===== config.mk =====
export PLATFORM = sky130hd
export DESIGN_NAME = pipe_sub_flat
export DESIGN_NICKNAME = d
export VERILOG_FILES = /design/src/rtl/pipe_sub_pkg.sv /design/src/rtl/pipe_sub_if.sv /design/src/rtl/pipe_sub_stage.sv /design/src/rtl/pipe_sub.sv /design/src/flat_wrapper.sv
export SDC_FILE = /design/constraint.sdc
export NUM_CORES = 1
export LEC_CHECK = 0
export BUFFER_PORTS_ARGS = -buffer_cell sky130_fd_sc_hd__clkbuf_2
export CORE_MARGIN = 10
export CORE_UTILIZATION = 54
export DETAILED_ROUTE_END_ITERATION = 7
export GPL_TIMING_DRIVEN = 0
export PLACE_DENSITY_LB_ADDON = 0.15
export REMOVE_ABC_BUFFERS = 1
export SLEW_MARGIN = 30
export SYNTH_ARGS = -nofsm -noshare
export SYNTH_HDL_FRONTEND = slang
export SYNTH_SLANG_ARGS = --single-unit

===== constraint.sdc =====
create_clock -name clock -period 2.25 [get_ports clock]
set_input_delay 0.1125 -clock clock [delete_from_list [all_inputs] [get_ports clock]]
set_output_delay 0.1125 -clock clock [all_outputs]
set_load 0.03 [all_outputs]

===== src/rtl/pipe_sub_pkg.sv =====
// Shared definitions for the pipelined subtract/compare block:
// representation selectors and the per-stage flag layout.
package pipe_sub_pkg;

  localparam string REP_UNSIGNED = "UNSIGNED";
  localparam string REP_SIGNED   = "SIGNED";

  // Flag half of the stage payload; the WIDTH-bit result sits above it.
  typedef struct packed {
    logic bout;
    logic overflow;
    logic eq;
    logic lt;
  } sub_flags_t;

  localparam int FLAGS_W = $bits(sub_flags_t);

endpackage


===== src/rtl/pipe_sub_if.sv =====
// Valid/ready bus for pipe_sub: operand beat in, result/flags beat out.
interface pipe_sub_if #(parameter int WIDTH = 8);
  logic             in_valid;
  logic             in_ready;
  logic [WIDTH-1:0] dataa;
  logic [WIDTH-1:0] datab;
  logic             bin;
  logic             out_valid;
  logic             out_ready;
  logic [WIDTH-1:0] result;
  logic             bout;
  logic             overflow;
  logic             eq;
  logic             lt;

  modport master (
    output in_valid, dataa, datab, bin, out_ready,
    input  in_ready, out_valid, result, bout, overflow, eq, lt
  );

  modport slave (
    input  in_valid, dataa, datab, bin, out_ready,
    output in_ready, out_valid, result, bout, overflow, eq, lt
  );
endinterface


===== src/rtl/pipe_sub_stage.sv =====
// One valid/ready payload register; refills in the same cycle it drains
// so bubbles collapse and a full chain still moves one beat per cycle.
module pipe_sub_stage #(
  parameter int DW = 8
) (
  input  logic          clock,
  input  logic          reset,
  input  logic          in_valid,
  input  logic [DW-1:0] in_data,
  input  logic          out_ready,
  output logic          out_valid,
  output logic [DW-1:0] out_data
);
  logic          vld_q, vld_d;
  logic [DW-1:0] data_q, data_d;
  logic          load;

  always_comb begin
    load   = in_valid && (!vld_q || out_ready);
    vld_d  = load || (vld_q && !out_ready);
    data_d = load ? in_data : data_q;
  end

  always_ff @(posedge clock) begin
    if (reset) begin
      vld_q  <= 1'b0;
      data_q <= '0;
    end else begin
      vld_q  <= vld_d;
      data_q <= data_d;
    end
  end

  assign out_valid = vld_q;
  assign out_data  = data_q;
endmodule


===== src/rtl/pipe_sub.sv =====
// Pipelined subtractor with borrow-in: combinational subtract/compare front
// end feeding STAGES elastic payload registers; outputs come straight from flops.
module pipe_sub
  import pipe_sub_pkg::*;
#(
  parameter int    WIDTH          = 8,
  parameter int    STAGES         = 2,
  parameter string REPRESENTATION = "UNSIGNED"
) (
  input logic        clock,
  input logic        reset,
  pipe_sub_if.slave  bus
);
  localparam bit IS_SIGNED = (REPRESENTATION == REP_SIGNED);

  typedef struct packed {
    logic [WIDTH-1:0] result;
    sub_flags_t       flags;
  } payload_t;

  localparam int PL_W = $bits(payload_t);

  logic [STAGES:0]           vld_pipe;
  logic [STAGES:0]           rdy_pipe;
  logic [STAGES:0][PL_W-1:0] data_pipe;

  payload_t         fe_pl;
  payload_t         out_pl;
  logic [WIDTH:0]   udiff;

  // a - b - bin == a + ~b + !bin, so the usual add-overflow rule applies
  // with ~b as the second operand.
  always_comb begin
    udiff                = {1'b0, bus.dataa} - {1'b0, bus.datab} - {{WIDTH{1'b0}}, bus.bin};
    fe_pl                = '0;
    fe_pl.result         = udiff[WIDTH-1:0];
    fe_pl.flags.bout     = udiff[WIDTH];
    fe_pl.flags.eq       = (bus.dataa == bus.datab);
    if (IS_SIGNED) begin
      fe_pl.flags.overflow = (bus.dataa[WIDTH-1] != bus.datab[WIDTH-1]) &&
                             (udiff[WIDTH-1] != bus.dataa[WIDTH-1]);
      fe_pl.flags.lt       = ($signed(bus.dataa) < $signed(bus.datab));
    end else begin
      fe_pl.flags.overflow = udiff[WIDTH];
      fe_pl.flags.lt       = (bus.dataa < bus.datab);
    end
  end

  assign vld_pipe[0]  = bus.in_valid;
  assign data_pipe[0] = fe_pl;

  // Ready ripples back from out_ready through every stage that is full.
  always_comb begin
    rdy_pipe         = '0;
    rdy_pipe[STAGES] = bus.out_ready;
    for (int k = STAGES - 1; k >= 0; k--)
      rdy_pipe[k] = !vld_pipe[k+1] || rdy_pipe[k+1];
  end

  for (genvar k = 0; k < STAGES; k++) begin : g_stage
    pipe_sub_stage #(.DW(PL_W)) u_stage (
      .clock     (clock),
      .reset     (reset),
      .in_valid  (vld_pipe[k]),
      .in_data   (data_pipe[k]),
      .out_ready (rdy_pipe[k+1]),
      .out_valid (vld_pipe[k+1]),
      .out_data  (data_pipe[k+1])
    );
  end

  assign out_pl       = data_pipe[STAGES];
  assign bus.in_ready = rdy_pipe[0];
  assign bus.out_valid = vld_pipe[STAGES];
  assign bus.result   = out_pl.result;
  assign bus.bout     = out_pl.flags.bout;
  assign bus.overflow = out_pl.flags.overflow;
  assign bus.eq       = out_pl.flags.eq;
  assign bus.lt       = out_pl.flags.lt;
endmodule

===== src/flat_wrapper.sv =====
// flat-port wrapper written by rule: the top's interface ports become plain ports
module pipe_sub_flat import pipe_sub_pkg::*;
#(
  parameter int    WIDTH          = 8,
  parameter int    STAGES         = 2,
  parameter string REPRESENTATION = "        "
)
  (clock, reset, bus_in_valid, bus_dataa, bus_datab, bus_bin, bus_out_ready, bus_in_ready, bus_out_valid, bus_result, bus_bout, bus_overflow, bus_eq, bus_lt);
  pipe_sub_if #(.WIDTH(WIDTH)) bus_i ();
  input logic clock;
  input logic reset;
  input wire logic [$bits(bus_i.in_valid)-1:0] bus_in_valid;
  input wire logic [$bits(bus_i.dataa)-1:0] bus_dataa;
  input wire logic [$bits(bus_i.datab)-1:0] bus_datab;
  input wire logic [$bits(bus_i.bin)-1:0] bus_bin;
  input wire logic [$bits(bus_i.out_ready)-1:0] bus_out_ready;
  output wire logic [$bits(bus_i.in_ready)-1:0] bus_in_ready;
  output wire logic [$bits(bus_i.out_valid)-1:0] bus_out_valid;
  output wire logic [$bits(bus_i.result)-1:0] bus_result;
  output wire logic [$bits(bus_i.bout)-1:0] bus_bout;
  output wire logic [$bits(bus_i.overflow)-1:0] bus_overflow;
  output wire logic [$bits(bus_i.eq)-1:0] bus_eq;
  output wire logic [$bits(bus_i.lt)-1:0] bus_lt;
  assign bus_i.in_valid = bus_in_valid;
  assign bus_i.dataa = bus_dataa;
  assign bus_i.datab = bus_datab;
  assign bus_i.bin = bus_bin;
  assign bus_i.out_ready = bus_out_ready;
  assign bus_in_ready = bus_i.in_ready;
  assign bus_out_valid = bus_i.out_valid;
  assign bus_result = bus_i.result;
  assign bus_bout = bus_i.bout;
  assign bus_overflow = bus_i.overflow;
  assign bus_eq = bus_i.eq;
  assign bus_lt = bus_i.lt;
  pipe_sub #(.WIDTH(WIDTH), .STAGES(STAGES), .REPRESENTATION(REPRESENTATION)) u_core (.clock(clock), .reset(reset), .bus(bus_i));
endmodule

==> run metrics <==
fin. max-slew vios 0; Seq cells post-synth 24; first-pass GRT wire length 5340 um; final WL approximately 3000 um; PostCTS Resize Cnt 0; Final period util about three quarters; Max clock buf depth 2; skew final between 0.003 and 0.004 ns; commonest non-fill, non-tap cells in the layout clkbuf_2 (34), inv_1 (33), dfxtp_1 (24); WL/cell between 10 and 15 um; multi-input logic area 941 um^2; Register Area 480 um^2; Syn Area/Cell 8.47 um^2; io pins 35; Leakage 0.999 nW; CTS HTree Levels 1; asr flop ratio synth 0%; DR iter-0 viols 79; post-synthesis sequential area ratio 29.2%; WHS 0.0556 ns; grt ovf 0; largest cells by area after synthesis dfxtp_1 (29%), ha_1 (17%), inv_1 (7.5%); Setup WS post-layout 0.544 ns; initial core utilization 58.1%; gpl congestion 0.745; commonest non-fill, non-tap cell in the layout clkbuf_2; vias in the first global route 1,322; pin count of the biggest net entering global routing 31; top cell type by total area after synthesis dfxtp_1; Fillers 270; Worst VDD drop 0.244 mV; Tmin final 1.71 ns; placed cell count between 200 and 250; Setup WS pre-CTS about 0.20 ns; status finished, final reports clean; CP endpoint kind register; clock root buffer clkbuf_4; RSZ-0062 raised after global routing false; Worst-Skew Late Latency 0.30 ns; Max Fclk around 0.6 GHz; DRC violation count after routing 0; ANT nets after route 0; clock sink total 24; # Post-CTS Setup Buffers 0; share of cells above drive strength 1 22.0%; Vias 1,282; Distinct cells, synth 36; worst-path fanout max 3; Max-slew headroom approximately two thirds; final non-filler cell total 249; CTS tree built; initial antenna violation count 0; Synth Flop Type dfxtp_1; Die Width 75.2 um; Pwr per Cell Area 542 nW/um^2; height of the die 75.2 um; Post-Syn Area 1640 um^2; Crit Path Class input port to register; final setup vio count 0; Worst Max-Slew Pin Slew 0.509 ns; cts hold-fix bufs 0; TritonRoute pass-1 iters 4; die footprint roughly 5700 um^2; Clock transition at path regs 0.12 ns; Startpoint Class input port; cts bufs inserted 3; hold crit path type input port to register; Final Power 0.977 mW; core area 2830 um^2; Area Growth Syn to Fin 9.59%; EDFF count, synth 0; All-Layer GR Usage 11.5%; PortBufs 34; Ys Warns 0; top-area cell type share of the netlist area 29.2%; Max Cap Viol 0; Diodes inserted 0; Worst EP arrival 1.91 ns; FP Rows 19; Worst EP required 2.45 ns; final hold violation count 0; NumNets Final 264; dpl hpwl ~2500 um; Via density 5.15; Post-Synthesis Cells 194
## metal layers
| layer | track usage [%] | part of all wire (%) | vias up |
|---|---|---|---|
| met4 | 4.33 | 1.1 | 0 |
| met5 | 0 | 0 | - |
| li1 | - | - | 680 |
| met1 | 13.2 | 46 | 575 |
| met2 | 20.9 | 48 | 25 |
| met3 | 1.84 | 4.9 | 2 |
## kinds of logic after synthesis
group / Yosys count / synth area share [%]
xor gates and xnor gates: 3 / 1.60
and+or+nand+nor: 56 / 18.5
buffers and inverters: 48 / 13.8
adders and majority gates: 24 / 19.2
AOI/OAI and AO/OA: 28 / 11.0
DFF: 24 / 29.2
muxes: 11 / 6.70
## per-stage QoR
stage	cell area, um^2	TNS (ns)	utilization (%)
2_1_floorplan	1540	0	-
5_1_grt	1800	0	63.7
3_3_place_gp	1750	-0.904	61.9
4_1_cts	1800	0	63.7
6_report	1800	0	63.7
3_5_place_dp	1770	0	62.4
## state kept, by name, indices dropped and copies added (netlist names)
| register | cells |
|---|---|
| u_core.g_stage.u_stage.out_data | 22 |
| u_core.g_stage.u_stage.out_valid | 2 |
## report_power, final
group | total, mW | leakage (nW) | internal (mW) | switching, mW
Combinational | 0.292 | 0.782 | 0.127 | 0.165
Clock | 0.214 | 0.0210 | 0.0986 | 0.116
Sequential | 0.472 | 0.196 | 0.455 | 0.0166
Total | 0.977 | 0.999 | 0.681 | 0.297
## final timing paths
path	cells past startpoint	slack [ns]	end	from
max reg2reg	4	0.82	u_core.g_stage[0].u_stage.out_data[0]	u_core.g_stage[1].u_stage.out_valid
min	3	0.06	u_core.g_stage[0].u_stage.out_valid	bus_in_valid
max	10	0.54	u_core.g_stage[0].u_stage.out_data[11]	bus_bin
min reg2reg	2	0.47	u_core.g_stage[0].u_stage.out_data[0]	u_core.g_stage[0].u_stage.out_data[0]
## critical path, stage by stage
cell and delay (ns):
clkbuf_2 0.08, inv_1 0.04, fa_1 0.55, inv_1 0.05, ha_1 0.17, o21ai_0 0.28, a21oi_2 0.12, o31ai_1 0.30
or4_1 0.15, nand3_1 0.06
## Yosys cell counts, types with 2 or more instances
cell	n
mux2i_1	11
nand3b_1	4
nor2b_1	2
inv_1	33
ha_1	22
or4_1	4
dfxtp_1	24
buf_4	10
a211oi_2	2
a211oi_1	2
a21o_1	2
nand4_1	2
nand2_1	10
nor2_1	19
nand4b_1	3
a21oi_1	13
fa_1	2
clkbuf_1	3
nand3_1	5
o21ai_0	3
xnor2_1	3
## cell type report
class | count | area share (%)
Tap cell | 31 | 2.15
Clock buffer | 4 | 2.01
Sequential cell | 24 | 26.7
Timing Repair Buffer | 35 | 10.1
Inverter | 33 | 6.88
Multi-Input combinational cell | 122 | 52.2
(Power assumes the default switching activity.)
